<file path="config.mk">
export PLATFORM = sky130hd
export DESIGN_NAME = lif_scheduler
export DESIGN_NICKNAME = d
export VERILOG_FILES = /design/src/rtl/lif_scheduler.sv
export SDC_FILE = /design/constraint.sdc
export NUM_CORES = 1
export LEC_CHECK = 0
export BUFFER_PORTS_ARGS = -buffer_cell sky130_fd_sc_hd__buf_2
export CORE_MARGIN = 2
export CORE_UTILIZATION = 30
export DETAILED_ROUTE_END_ITERATION = 10
export SLEW_MARGIN = 10
export SYNTH_ARGS = -nofsm -noshare
export SYNTH_HDL_FRONTEND = slang
export SYNTH_SLANG_ARGS = --single-unit
</file>
<file path="constraint.sdc">
create_clock -name clk -period 6.6 [get_ports clk]
set_input_delay 0.66 -clock clk [delete_from_list [all_inputs] [get_ports clk]]
set_output_delay 0.66 -clock clk [all_outputs]
set_load 0.03 [all_outputs]
</file>
<file path="src/rtl/lif_scheduler.sv">
// Shares one external LIF update core across N_NEURONS virtual neurons, sweeping them in index order on each tick.
// Latency is 2 cycles per neuron, plus 1 cycle per spike; a stalled spike (spike_ready low) holds the sweep indefinitely.
module lif_scheduler #(
    parameter int N_NEURONS = 4,
    parameter int IDX_W     = 2,
    parameter int STATE_W   = 8
) (
    input  logic               clk,
    input  logic               rst,
    input  logic               tick,
    input  logic               cur_wr_en,
    input  logic [IDX_W-1:0]   cur_wr_idx,
    input  logic [STATE_W-1:0] cur_wr_data,
    output logic               core_req,
    output logic [STATE_W-1:0] core_state_o,
    output logic [STATE_W-1:0] core_current_o,
    input  logic [STATE_W-1:0] core_state_i,
    input  logic               core_spike_i,
    output logic               spike_valid,
    output logic [IDX_W-1:0]   spike_id,
    input  logic               spike_ready,
    output logic               busy,
    output logic               tick_overrun,
    input  logic [IDX_W-1:0]   state_rd_idx,
    output logic [STATE_W-1:0] state_rd_data
);

    typedef enum logic [1:0] {IDLE, ISSUE, CAPTURE, EMIT} fsm_t;

    localparam logic [IDX_W-1:0] LAST_IDX = IDX_W'(N_NEURONS - 1);

    fsm_t               fsm;
    logic [IDX_W-1:0]   idx;
    logic [IDX_W-1:0]   idx_inc;
    logic               advance;
    logic               last;
    logic [STATE_W-1:0] state_mem [N_NEURONS];
    logic [STATE_W-1:0] cur_mem   [N_NEURONS];

    assign idx_inc       = idx + IDX_W'(1);
    assign last          = (idx == LAST_IDX);
    assign advance       = ((fsm == CAPTURE) && !core_spike_i) || ((fsm == EMIT) && spike_ready);
    assign state_rd_data = state_mem[state_rd_idx];

    // Operands are latched on entry to ISSUE, so a current write landing in the ISSUE cycle only affects the next tick.
    always_ff @(posedge clk or posedge rst) begin
        if (rst) begin
            fsm            <= IDLE;
            idx            <= '0;
            core_req       <= 1'b0;
            core_state_o   <= '0;
            core_current_o <= '0;
            spike_valid    <= 1'b0;
            spike_id       <= '0;
            busy           <= 1'b0;
            tick_overrun   <= 1'b0;
            for (int i = 0; i < N_NEURONS; i++) begin
                state_mem[i] <= '0;
            end
        end else begin
            core_req <= 1'b0;
            if (tick && (fsm != IDLE)) begin
                tick_overrun <= 1'b1;
            end
            case (fsm)
                IDLE: begin
                    if (tick) begin
                        fsm            <= ISSUE;
                        idx            <= '0;
                        busy           <= 1'b1;
                        core_req       <= 1'b1;
                        core_state_o   <= state_mem[0];
                        core_current_o <= cur_mem[0];
                    end
                end
                ISSUE: fsm <= CAPTURE;
                CAPTURE: begin
                    state_mem[idx] <= core_state_i;
                    if (core_spike_i) begin
                        fsm         <= EMIT;
                        spike_valid <= 1'b1;
                        spike_id    <= idx;
                    end
                end
                EMIT: begin
                    if (spike_ready) begin
                        spike_valid <= 1'b0;
                    end
                end
                default: fsm <= IDLE;
            endcase
            if (advance) begin
                if (last) begin
                    fsm  <= IDLE;
                    idx  <= '0;
                    busy <= 1'b0;
                end else begin
                    fsm            <= ISSUE;
                    idx            <= idx_inc;
                    core_req       <= 1'b1;
                    core_state_o   <= state_mem[idx_inc];
                    core_current_o <= cur_mem[idx_inc];
                end
            end
        end
    end

    always_ff @(posedge clk or posedge rst) begin
        if (rst) begin
            for (int i = 0; i < N_NEURONS; i++) begin
                cur_mem[i] <= '0;
            end
        end else if (cur_wr_en) begin
            cur_mem[cur_wr_idx] <= cur_wr_data;
        end
    end

endmodule

</file>
# --- Word-level counts from Yosys, hierarchy flattened ---
# Index checks and enable logic that the tools add are counted.
classes:
  bitwise_logic: 4
  n_addsub: 1
  eq_ne: 8
  n_reduce_logical: 17
  muxes: 43
  order_cmp: 6
ops:
  columns: ["cell", "count"]
  rows:
  - ["$mux W8", 16]
  - ["$bwmux W32", 2]
  - ["$bmux W8 S2", 3]
  - ["$demux W8 S2", 2]
  - ["$mux W2", 7]
  - ["$ge A3 B3 Y1 const B", 4]
  - ["$not A2 Y3", 4]
  - ["$mux W1", 11]
  - ["$reduce_bool A2 Y1", 4]
  - ["$eq A2 B2 Y1 const B", 3]
  - ["$lt A3 B1 Y1 const B", 2]
  - ["$ne A3 B3 Y1 const B", 2]
  - ["$pmux W2 S3", 1]
  - ["$reduce_and A3 Y1", 2]
  - ["$logic_and A1 B1 Y1", 5]
  - ["$ne A2 B2 Y1 const B", 2]
  - ["$reduce_and A2 Y1", 2]
  - ["$reduce_bool A4 Y1", 1]
  - ["$add A2 B1 Y2 const B", 1]
  - ["$eq A2 B1 Y1 const B", 1]
  - ["$logic_not A2 Y1", 1]
  - ["$pmux W1 S2", 1]
  - ["$logic_not A1 Y1", 1]
  - ["$logic_or A1 B1 Y1", 1]
totals:
  input_bits: 26
  elab_cells: 96
  output_inout_bits: 30
  regBits: 90

# --- Depth between registers and ports, before layout ---
# Gate-level depths: netlist of run 1.
depth:
  word_depth: 7
  ltp_mapped: 8
  ltp_nobuf: 5

# --- Least setup slack after synthesis of run 1 ---
# OpenSTA, ideal clock, no wires.
synth_path:
  kind: "register to register"
  startpoint: "register idx[0]"
  endpoint: "register core_current_o[0]"
  synth_period_minus_slack_ns: 2.378
  path_buffers: 4
  path_slack_ns: 4.222
  path_stages_with_launch: 9
  arrival_time_ns: 2.253
  setup_ns: 0.125
  required_time_ns: 6.475
  cell_sequence: "dfrtp_1 > buf_2 > buf_2 > inv_1 > ha_1 > buf_2 > buf_2 > mux4_2 > mux2_4"
synth_between:
  elab_chain_len: 7
  word_cells_on_any_way: 8
  classes_between: "add/sub (1); eq/ne (1); mux (5); bitwise (1)"
synth_lines:
  columns: ["item", "line", "rtl"]
  rows:
  - ["start: declaration", "33", "logic [IDX_W-1:0] idx;"]
  - ["start signal: assignment", "99", "idx <= idx_inc;"]
  - ["$add A2 B1 Y2", "40", "assign idx_inc = idx + IDX_W'(1);"]
  - ["$not A2 Y3 (implied by the code)", "102", "core_current_o <= cur_mem[idx_inc];"]
  - ["$bmux W8 S2", "102", null]
  - ["$mux W8 (implied by the code) (2 in a row)", "102", null]
  - ["$mux W8 (*)", "93", "if (last) begin"]
  - ["$mux W8 (*)", "92", "if (advance) begin"]
  - ["end signal: assignment", "73", "core_current_o <= cur_mem[0];"]
  - ["end signal: assignment", "102", null]
  - ["end: declaration", "16", "output logic [STATE_W-1:0] core_current_o,"]
# Every way passes the cells marked *; elsewhere a longest branch is shown, timed or not. The select of a mux whose other input is x is not followed.
# A chain may end at the register's enable or synchronous reset.

# --- Final worst setup path of run 1 ---
layout_path:
  startpoint: "register idx[0]"
  endpoint: "register core_state_o[5]"
layout_between:
  elab_chain_len: 7
  word_cells_on_any_way: 8
  classes_between: "add/sub (1); eq/ne (1); mux (5); bitwise (1)"
layout_lines:
  columns: ["item", "line", "rtl"]
  rows:
  - ["$add A2 B1 Y2", "40", null]
  - ["$not A2 Y3 (implied by the code)", "101", "core_state_o <= state_mem[idx_inc];"]
  - ["$bmux W8 S2", "101", null]
  - ["$mux W8 (implied by the code) (2 in a row)", "101", null]
  - ["$mux W8 (*)", "93", null]
  - ["$mux W8 (*)", "92", null]
  - ["end signal: assignment", "72", "core_state_o <= state_mem[0];"]
  - ["end signal: assignment", "101", null]
  - ["end: declaration", "15", "output logic [STATE_W-1:0] core_state_o,"]
# Marks and branches as above.

==> results.md, run 1 <==
* Type of element launching the critical path: flop
* Setup clock skew after layout at 0.00510 ns
* Setup Viol. Count Final at 0
* Global-route wire length before repair at 14000 um
* Reg clk slew, reported paths at 0.06 ns
* Routed length per instance at 16.8 um
* Crit path cell chain: buf_4 > inv_1 > ha_1 > mux4_2 > mux2_2
* Area of the mapped netlist at 4320 um2
* Power density normalized to cell area at 484 nW/um2
* Number of antenna-violating nets in the routed design at 0
* Post-route setup TNS at 0 ns
* Crit path required time at 6.82 ns
* GRT overflow at 0
* Remaining routing DRC violations at 0
* Compound-gate portion of the synthesized area at 0.0208
* Synthesized net count at 307
* Row count at 43
* Flop and latch count out of synthesis at 90
* Period minus WS final at 2.67 ns
* Global router's overall resource usage at 0.122
* Arr. time, crit path at 2.89 ns
* Via count at 2451
* Number of antenna diodes at 0
* Sequential fraction of the synthesis area at 0.521
* Sum of buffers and inverters on the critical path at 2
* Kind of cell with the highest combined delay on the critical path: adder cells
* Maximum clock frequency at 374 MHz
* Half-perimeter wire length after detailed placement at 5850 um
* Max-Slew Margin vs Limit at 0.364
* Largest net degree at the start of global routing at 61
* Number of antenna violations at the first check in global routing at 0
* Leakage power figure at 2.19 nW
* Setup bufs post-CTS at 0
* Worst hold-check path type: input pin to asynchronous set/reset pin
* Routed wire length at 8640 um
* Type of destination of the critical path: flop
* Area growth from synthesis to final layout at 16.6%
* Crit share post-route at 0.405
* Clk_lat worst skew at 0.33 ns
* Chip width at 124 um
* Number of global-route vias before repair at 2655
* Via-to-Cell Ratio at 4.77
* Number of hold buffers added after CTS at 0
* XOR/XNOR share of the synthesized area at 0
* Fraction of final layout cells with drive strength greater than 1 at 0.584
* Status: finished clean
* Number of input and output port buffers inserted at 55
* Count of unique library cells instantiated by Yosys at 28
* IO Count at 56
* Number of cells upsized or downsized after cts at 0
* Fraction of the mapped netlist area in simple logic gates at 0.0292
* Initial standard-cell utilization of the core at 0.309
* Fin nets at 365
* Initial DRC Count at 84
* Slew at the pin closest to its max-slew limit at 0.954 ns
* Area inside the core boundary at 14000 um2
* Adder-cell share of the synthesized area at 0.0261
* Num Clock Sinks at 90
* Vertical extent of the die at 124 um
* CP max stage cell: sky130_fd_sc_hd__ha_1
* Synthesized area divided by synthesized cell count at 15.9 um2
* Number of failing hold endpoints at the final stage at 0
* Max Root-Sink Buffers at 2
* CTS tree: done
* Clock Root Buffer: sky130_fd_sc_hd__clkbuf_16
* Number of violations of the max-capacitance limit at 0
* Highest net fanout along the worst path at 21
* Largest stage delay, worst path at 0.92 ns
* Warning count from the yosys run at 0
* Max Transition Viols Final at 0
* Die Area at 15400 um2
* Detailed Routing Iterations Pass 1 at 4
* Mux cell area share after synthesis at 0.381
* Peak supply drop at 0.179 mV
* Crit Path Class: flop to flop
* Largest family of logic cells by synthesized area: multiplexers
* CTS H-tree lvls at 3
* Cells after Synth at 272
* Final core utilization at 0.360
* Num CTS Buffers at 9
* RSZ-0062 raised after global routing: false
* Routability congestion estimate at 0.689
path summary, 6_finish.rpt:
check	from	end	slack (ns)	depth (start not counted)
setup / recovery	idx[0]	core_state_o[5]	3.93	5
hold / removal	rst	core_req	0.35	2
setup reg to reg	idx[0]	core_state_o[5]	3.93	5
hold reg to reg	tick_overrun	tick_overrun	0.45	1
max in group asynchronous	rst	state_mem[24]	5.10	3
min in group clk	tick_overrun	tick_overrun	0.45	1
power by group:
group | total [W] | internal (W) | switching (W)
clock network | 0.000466 | 0.000272 | 0.000194
registers | 0.000911 | 0.000770 | 0.000141
logic | 0.00106 | 0.000556 | 0.000507
routing by layer:
metal	global-route usage	share of wire	vias to the layer above	wire length, um
li1	-	-	1136	-
met1	0.148	0.43	1273	3750
met2	0.207	0.51	34	4410
met3	0.0339	0.043	8	373
met4	0.0492	0.013	0	116
met5	0	0	-	0
synth_stat cells:
master	instances	area, um2
sky130_fd_sc_hd__buf_2	5	25.0
sky130_fd_sc_hd__mux2_4	7	105
sky130_fd_sc_hd__nand3b_1	2	15.0
sky130_fd_sc_hd__ha_1	9	113
sky130_fd_sc_hd__nor2_1	1	3.75
sky130_fd_sc_hd__nand2_4	1	11.3
sky130_fd_sc_hd__nand2b_1	1	6.26
sky130_fd_sc_hd__nand4_1	1	6.26
sky130_fd_sc_hd__nor3b_2	1	12.5
sky130_fd_sc_hd__buf_6	3	33.8
sky130_fd_sc_hd__o22ai_1	1	6.26
sky130_fd_sc_hd__o21ai_0	2	10.0
sky130_fd_sc_hd__or3_1	1	6.26
sky130_fd_sc_hd__a21oi_1	5	25.0
sky130_fd_sc_hd__mux2_2	89	1000
sky130_fd_sc_hd__and3_1	1	6.26
sky130_fd_sc_hd__buf_4	1	7.51
sky130_fd_sc_hd__nand3_1	2	10.0
sky130_fd_sc_hd__a22o_1	1	8.76
sky130_fd_sc_hd__o31ai_1	1	7.51
sky130_fd_sc_hd__nand2_1	11	41.3
sky130_fd_sc_hd__or2b_1	1	7.51
sky130_fd_sc_hd__inv_1	6	22.5
sky130_fd_sc_hd__a21bo_2	1	10.0
sky130_fd_sc_hd__a21o_1	3	22.5
sky130_fd_sc_hd__dfrtp_1	90	2250
sky130_fd_sc_hd__mux4_2	24	541
sky130_fd_sc_hd__buf_1	1	3.75
sequential cells by signal (all words and copies together) (netlist names):
signal and cells:
spike_id 2, spike_valid 1, fsm 2, tick_overrun 1
idx 2, state_mem 32, core_current_o 8, cur_mem 32
core_req 1, busy 1, core_state_o 8
worst register-to-register path: stages (launching register included):
cell                      delay [ns]
sky130_fd_sc_hd__dfrtp_1        0.32
sky130_fd_sc_hd__buf_4          0.32
sky130_fd_sc_hd__inv_1          0.13
sky130_fd_sc_hd__ha_1           0.92
sky130_fd_sc_hd__mux4_2         0.60
sky130_fd_sc_hd__mux2_2         0.27
through the flow:
step	setup WS [ns]	hold WS, ns	area [um2]	power, W	cells
6_report	3.93	0.349	5040	0.00244	514
5_1_grt	3.70	0.388	5040	0.00260	514
4_1_cts	3.85	0.358	5040	0.00248	514
3_5_place_dp	3.85	0.447	4770	0.00200	499
3_3_place_gp	3.88	0.440	4770	0.00197	499
2_1_floorplan	3.60	0.474	4320	0.00176	272
kinds of logic after synthesis:
logic type,count (synthesis)
flops,90
buf+inv,16
compound gates,14
mux,120
simple gates,23
fa+ha+maj,9
area by class of cell:
type,instances,area (um2)
Fill cell,1366,8950
Clock inverter,3,15.0
Clock buffer,12,256
Tap cell,180,225
Inverter,6,23.8
Multi-Input combinational cell,166,1980
Sequential cell,90,2250
Timing Repair Buffer,57,290
cell usage in the layout, fill, tap and decap left out, types with 2 or more instances in the layout:
cell                        count
sky130_fd_sc_hd__clkbuf_16      9
sky130_fd_sc_hd__nand2_1       11
sky130_fd_sc_hd__buf_4          2
sky130_fd_sc_hd__nand3_1        2
sky130_fd_sc_hd__mux4_2        24
sky130_fd_sc_hd__nand3b_1       2
sky130_fd_sc_hd__a21o_1         3
sky130_fd_sc_hd__o21ai_0        2
sky130_fd_sc_hd__inv_1          5
sky130_fd_sc_hd__buf_2         55
sky130_fd_sc_hd__mux2_2        89
sky130_fd_sc_hd__ha_1           9
sky130_fd_sc_hd__mux2_4         7
sky130_fd_sc_hd__clkinv_2       4
sky130_fd_sc_hd__clkbuf_8       2
sky130_fd_sc_hd__dfrtp_1       90
sky130_fd_sc_hd__a21oi_1        5
(Power assumes the default switching activity.)
==> run 2, diff against run 1 <==
Clock period 6.6 ns to 2.15 ns, I/O delays scaled along.
==> run 2 against run 1 <==
Against the previous run:
- final cell count up 1.6%
- wire length up 3.6%
- critical path type unchanged
- fmax up 39%
- largest power group unchanged
- total power rose to 3.2 times the previous value
- clock power rose to 3.2 times the previous value
- worst hold slack worse by 0.33 ns
- setup slack worse by 3.7 ns
- via count up 1.4%
==> results.md, run 2 (synthesized netlist as in run 1, its figures left out) <==
* Status: finished clean
* Crit path from: idx[1]
* Number of hold buffers added after CTS at 0 (unchanged)
* Routability congestion estimate at 0.724 (+5.2%)
* Seq. cell area at 2250 um2 (unchanged)
* CP max stage cell: sky130_fd_sc_hd__mux4_2
* Num CTS Buffers at 9 (unchanged)
* Max Root-Sink Buffers at 2 (unchanged)
* Maximum clock frequency at 521 MHz (+39%)
* Area growth from synthesis to final layout at 19.1%
* IO Count at 56 (unchanged)
* Highest net fanout along the worst path at 17 (-19%)
* Chip width at 124 um (unchanged)
* Setup bufs post-CTS at 0 (unchanged)
* CTS tree: done
* Kind of cell with the highest combined delay on the critical path: multiplexers
* Detailed Routing Iterations Pass 1 at 4 (unchanged)
* Arr. time, crit path at 2.13 ns (-0.76 ns)
* Fin nets at 372 (+1.9%)
* Reg clk slew, reported paths at 0.06 ns (about the same)
* Number of global-route vias before repair at 2719 (+2.4%)
* Fraction of power spent switching nets at 0.345 (about the same)
* Crit path required time at 2.37 ns (-4.45 ns)
* Global-route wire length before repair at 14600 um (+4.4%)
* Crit Path Class: flop to flop
* Via-to-Cell Ratio at 4.76 (-0.17%)
* Number of antenna diodes at 0 (unchanged)
* Clock Root Buffer: sky130_fd_sc_hd__clkbuf_16
* Setup Viol. Count Final at 0 (unchanged)
* Num Clock Sinks at 90 (unchanged)
* Sum of buffers and inverters on the critical path at 2 (unchanged)
* Fraction of power consumed by combinational cells at 0.442 (+0.007)
* Internal cell power at 0.00505 W (+220%)
* Largest stage delay, worst path at 0.51 ns (-0.41 ns)
* Biggest registers after layout: cur_mem (32), state_mem (32)
* Leakage power figure at 2.24 nW (+2.2%)
* Number of input and output port buffers inserted at 55 (unchanged)
* Clock network fraction of total power at 0.193 (+0.002)
* Setup clock skew after layout at 0.00446 ns (-0.000644 ns)
* RSZ-0062 raised after global routing: false
* Die Area at 15400 um2 (unchanged)
* Number of cells upsized or downsized after cts at 0 (unchanged)
* Peak supply drop at 0.424 mV (+140%)
* Global router's overall resource usage at 0.126 (+0.00410)
* Crit share post-route at 0.892 (+0.487)
* Routed wire length at 8950 um (+3.6%)
* Share of power burned in registers at 0.364 (-0.010)
* Area inside the core boundary at 14000 um2 (unchanged)
* Power density normalized to cell area at 1500 nW/um2 (+210%)
* Initial DRC Count at 111 (+32%)
* Routed length per instance at 17.1 um (+2.0%)
* Number of antenna-violating nets in the routed design at 0 (unchanged)
* Net switching power of the design at 0.00266 W (+220%)
* Crit path cell chain: inv_1 > ha_1 > buf_12 > mux4_2 > mux2_2
* Remaining routing DRC violations at 0 (unchanged)
* Row count at 43 (unchanged)
* Number of failing hold endpoints at the final stage at 0 (unchanged)
* Via count at 2485 (+1.4%)
* Multi-input gate area at 1980 um2 (unchanged)
* Max-Slew Margin vs Limit at 0.673 (+0.309)
* CTS H-tree lvls at 3 (unchanged)
* Fill cells at 1353 (-0.95%)
* Number of antenna violations at the first check in global routing at 0 (unchanged)
* Slew at the pin closest to its max-slew limit at 0.489 ns (-0.465 ns)
* Commonest cells after routing, fill and taps aside: 90 x sky130_fd_sc_hd__dfrtp_1, 89 x sky130_fd_sc_hd__mux2_2, 55 x sky130_fd_sc_hd__buf_2
* Max Transition Viols Final at 0 (unchanged)
* Type of element launching the critical path: flop
* Critical R2R Launch: idx[1]
* Most frequent standard cell in the layout excluding fill and tap cells: sky130_fd_sc_hd__dfrtp_1
* Fraction of final layout cells with drive strength greater than 1 at 0.591 (+0.00681)
* Initial standard-cell utilization of the core at 0.309 (unchanged)
* Post-route setup TNS at 0 ns (unchanged)
* Number of violations of the max-capacitance limit at 0 (unchanged)
* Largest net degree at the start of global routing at 91 (+49%)
* Final Hold Slack at 0.0207 ns (-0.329 ns)
* Half-perimeter wire length after detailed placement at 6030 um (+3.0%)
* Clk_lat worst skew at 0.33 ns (about the same)
* Vertical extent of the die at 124 um (unchanged)
* GRT overflow at 0 (unchanged)
* Worst hold-check path type: input pin to asynchronous set/reset pin
* Period minus WS final at 1.92 ns (-0.753 ns)
* Type of destination of the critical path: flop
## run 2: cell count changes in the layout (fill, tap and decap cells not counted), sizes merged
cell | before | now
clkinv | 4 | 2
clkinvlp | 0 | 1
buf | 57 | 64
clkbuf | 12 | 14
## run 2: power groups by stage
stage	logic (W)	registers [W]	clock network, W
2_1_floorplan	0.00236	0.00308	0
3_3_place_gp	0.00338	0.00278	0
3_5_place_dp	0.00346	0.00284	0
4_1_cts	0.00347	0.00281	0.00153
5_1_grt	0.00371	0.00290	0.00161
6_report	0.00341	0.00281	0.00149
## run 2: path summary, 6_finish.rpt
| kind | end | slack, ns | cells after the start |
|---|---|---|---|
| worst min-delay path | busy | 0.02 | 3 |
| worst max-delay path | core_state_o[1] | 0.23 | 5 |
| worst max register to register | core_state_o[1] | 0.23 | 5 |
| min in group clk | state_mem[22] | 0.16 | 2 |
| max in group asynchronous | state_mem[30] | 1.77 | 3 |
| worst min register to register | tick_overrun | 0.45 | 1 |
## run 2: worst register-to-register path, delay by kind of cell (launching register included)
family,cells,cell delay (ns)
fa+ha+maj,1,0.34
buf+inv,2,0.29
flops,1,0.39
mux,2,0.79
## run 2: through the flow
stage	setup slack [ns]	area, um2	total power [W]	std cells	utilization
global route	0.151	5140	0.00822	522	0.368
detailed placement	0.234	4860	0.00630	506	0.347
global placement	0.313	4860	0.00616	506	0.347
floorplan	0.0252	4340	0.00544	272	-
finish	0.232	5140	0.00770	522	0.368
CTS	0.226	5140	0.00781	522	0.368
## run 2: per-layer routing
metal,vias to the layer above,routed length [um],global-route usage
met5,-,0,0
met3,10,372,0.0307
met1,1297,3760,0.158
met2,31,4710,0.216
li1,1147,-,-
met4,0,108,0.0400
## run 2: layout make-up
type / instances / area share
Inverter: 6 / 0.00511
Multi-Input combinational cell: 166 / 0.384
Timing Repair Buffer: 64 / 0.0739
Clock buffer: 14 / 0.0533
Clock inverter: 2 / 0.00195
Sequential cell: 90 / 0.438
Tap cell: 180 / 0.0438
==> run 3, diff against run 2 <==
--- a/config.mk
+++ b/config.mk
@@ -6,5 +6,5 @@
 export NUM_CORES = 1
 export LEC_CHECK = 0
-export BUFFER_PORTS_ARGS = -buffer_cell sky130_fd_sc_hd__buf_2
+export BUFFER_PORTS_ARGS = -buffer_cell sky130_fd_sc_hd__buf_4
 export CORE_MARGIN = 2
 export CORE_UTILIZATION = 30
==> constraint.sdc (replaced) <==
create_clock -name clk -period 2.15 [get_ports clk]
set_input_delay 0.43 -clock clk [delete_from_list [all_inputs] [get_ports clk]]
set_output_delay 0.43 -clock clk [all_outputs]
set_load 0.03 [all_outputs]
==> run 3 against run 2 <==
Against the previous run:
- setup slack better by 0.017 ns
- wire length is 0.41% higher
- utilization is 1.3 points higher
- non-clock buffer count stayed put
- fmax is 0.89% higher
- first-iteration DRC count is 17% higher
- clock skew is 0.0040 ns higher
- via count is 2.2% higher
- worst hold slack better by 0.15 ns
- sequential share of layout area is 1.5 points lower
==> results.md, run 3 (synthesized netlist as in run 1, its figures left out) <==
* Post-route met1 wirelength at 3920 um (+4.2%)
* Worst hold-check path type: input pin to asynchronous set/reset pin
* Global router's overall resource usage at 0.127 (+0.000416)
* IO Count at 56 (unchanged)
* Placement Cell Area at 4970 um2 (+2.3%)
* Largest stage delay, worst path at 0.51 ns (about the same)
* Vertical extent of the die at 124 um (unchanged)
* Register-to-Register Setup Slack at 0.25 ns (+0.02 ns)
* Setup clock skew after layout at 0.00847 ns (+0.00402 ns)
* Number of global-route vias before repair at 2733 (+0.51%)
* Via count at 2540 (+2.2%)
* Power density normalized to cell area at 1530 nW/um2 (+1.8%)
* Period minus WS final at 1.90 ns (-0.0170 ns)
* Clock Root Buffer: sky130_fd_sc_hd__clkbuf_16
* Maximum clock frequency at 526 MHz (+0.89%)
* Number of hold buffers added after CTS at 0 (unchanged)
* Max Root-Sink Buffers at 2 (unchanged)
* Setup bufs post-CTS at 0 (unchanged)
* Number of antenna violations at the first check in global routing at 0 (unchanged)
* Routability congestion estimate at 0.696 (-3.9%)
* Crit Path Class: flop to flop
* Most frequent standard cell in the layout excluding fill and tap cells: sky130_fd_sc_hd__dfrtp_1
* Type of element launching the critical path: flop
* Highest net fanout along the worst path at 8 (-9)
* Detailed Routing Iterations Pass 1 at 4 (unchanged)
* Number of violations of the max-capacitance limit at 0 (unchanged)
* Top layer reached by signal wires: met4
* Max Transition Viols Final at 0 (unchanged)
* Peak supply drop at 0.479 mV (+13%)
* Type of destination of the critical path: flop
* Number of antenna diodes at 0 (unchanged)
* Global-route wire length before repair at 14500 um (-0.76%)
* Crit path required time at 2.37 ns (about the same)
* Met3 WL post-DR at 458 um (+23%)
* CP max stage cell: sky130_fd_sc_hd__mux4_2
* Number of input and output port buffers inserted at 55 (unchanged)
* Routed length per instance at 17.2 um (+0.41%)
* Kind of cell with the highest combined delay on the critical path: multiplexers
* GRT overflow at 0 (unchanged)
* Reg clk slew, reported paths at 0.07 ns (about the same)
* Half-perimeter wire length after detailed placement at 5950 um (-1.3%)
* Crit path cell chain: inv_1 > ha_1 > buf_4 > mux4_2 > mux2_2
* Final Hold Slack at 0.174 ns (+0.153 ns)
* Initial DRC Count at 130 (+17%)
* Number of antenna-violating nets in the routed design at 0 (unchanged)
* Power after layout at 0.00812 W (+5.4%)
* Setup Viol. Count Final at 0 (unchanged)
* Row count at 43 (unchanged)
* CTS tree: done
* Via-to-Cell Ratio at 4.87 (+2.2%)
* Die Area at 15400 um2 (unchanged)
* CTS H-tree lvls at 3 (unchanged)
* Crit share post-route at 0.884 (-0.00789)
* Num Clock Sinks at 90 (unchanged)
* Fraction of final layout cells with drive strength greater than 1 at 0.596 (+0.00585)
* Sum of buffers and inverters on the critical path at 2 (unchanged)
* Largest net degree at the start of global routing at 60 (-34%)
* Leakage power figure at 2.31 nW (+2.9%)
* Area growth from synthesis to final layout at 23.2%
* Arr. time, crit path at 2.12 ns (about the same)
* Post-route setup TNS at 0 ns (unchanged)
* Clk_lat worst skew at 0.34 ns (about the same)
* Status: finished clean
* Total instance count after detailed placement at 506 (unchanged)
* Number of non-filler instances in the completed layout at 522 (unchanged)
* Max-Slew Margin vs Limit at 0.655 (-0.0183)
* Commonest cells after routing, fill and taps aside: 90 x sky130_fd_sc_hd__dfrtp_1, 89 x sky130_fd_sc_hd__mux2_2, 63 x sky130_fd_sc_hd__buf_4
* Initial standard-cell utilization of the core at 0.309 (unchanged)
* Number of cells upsized or downsized after cts at 0 (unchanged)
* Routed wire length at 8990 um (+0.41%)
* Final cell area excluding filler cells at 5320 um2 (+3.5%)
* Remaining routing DRC violations at 0 (unchanged)
* Biggest registers after layout: cur_mem (32), state_mem (32)
* Num CTS Buffers at 9 (unchanged)
* Area inside the core boundary at 14000 um2 (unchanged)
* Slew at the pin closest to its max-slew limit at 0.516 ns (+0.0277 ns)
* Met2 wire length at 4470 um (-5.1%)
* Fin nets at 372 (unchanged)
* Number of failing hold endpoints at the final stage at 0 (unchanged)
* Chip width at 124 um (unchanged)
* RSZ-0062 raised after global routing: false
## run 3: cell count changes in the layout (fill, tap and decap cells not counted), sizes merged
cell    previous run  this run
clkinv             2         1
clkbuf            14        13
bufinv             0         2
## run 3: area by class of cell
type                       instances  area [um2]
clock buffer                      13         280
fill                            1324        8670
timing repair buffer              64         493
multi-input combinational        166        1980
tap                              180         225
clock inverter                     3        68.8
sequential                        90        2250
inverter                           6        26.3
## run 3: path summary, 6_finish.rpt
check | start | endpoint | cells past startpoint
min in group clk | tick | tick_overrun | 2
max in group asynchronous | rst | cur_mem[21] | 3
max | idx[1] | core_state_o[5] | 5
max reg2reg | idx[1] | core_state_o[5] | 5
min | rst | tick_overrun | 3
min reg2reg | tick_overrun | tick_overrun | 1
## run 3: worst reg2reg max path, delay by kind of cell, from the launching register on
| kind | cells | cell delay, ns |
|---|---|---|
| muxes | 2 | 0.79 |
| DFF | 1 | 0.39 |
| buffers and inverters | 2 | 0.31 |
| adders and majority gates | 1 | 0.30 |
## run 3: per-stage QoR
stage | setup slack [ns] | util
2_1_floorplan | 0.0252 | -
3_3_place_gp | 0.305 | 0.356
3_5_place_dp | 0.257 | 0.356
4_1_cts | 0.242 | 0.381
5_1_grt | 0.126 | 0.381
6_report | 0.249 | 0.381
## run 3: where the power goes
group          switching (W)  leakage (nW)  internal, W  total (W)
Sequential          0.000441          1.06      0.00236    0.00281
Combinational        0.00160          1.08      0.00191    0.00352
Clock               0.000649         0.172      0.00115    0.00180
Total                0.00269          2.31      0.00543    0.00812
## run 3: routing by layer
metal,vias up,track usage
li1,1148,-
met1,1327,0.161
met2,54,0.209
met3,11,0.0343
met4,0,0.0449
met5,-,0
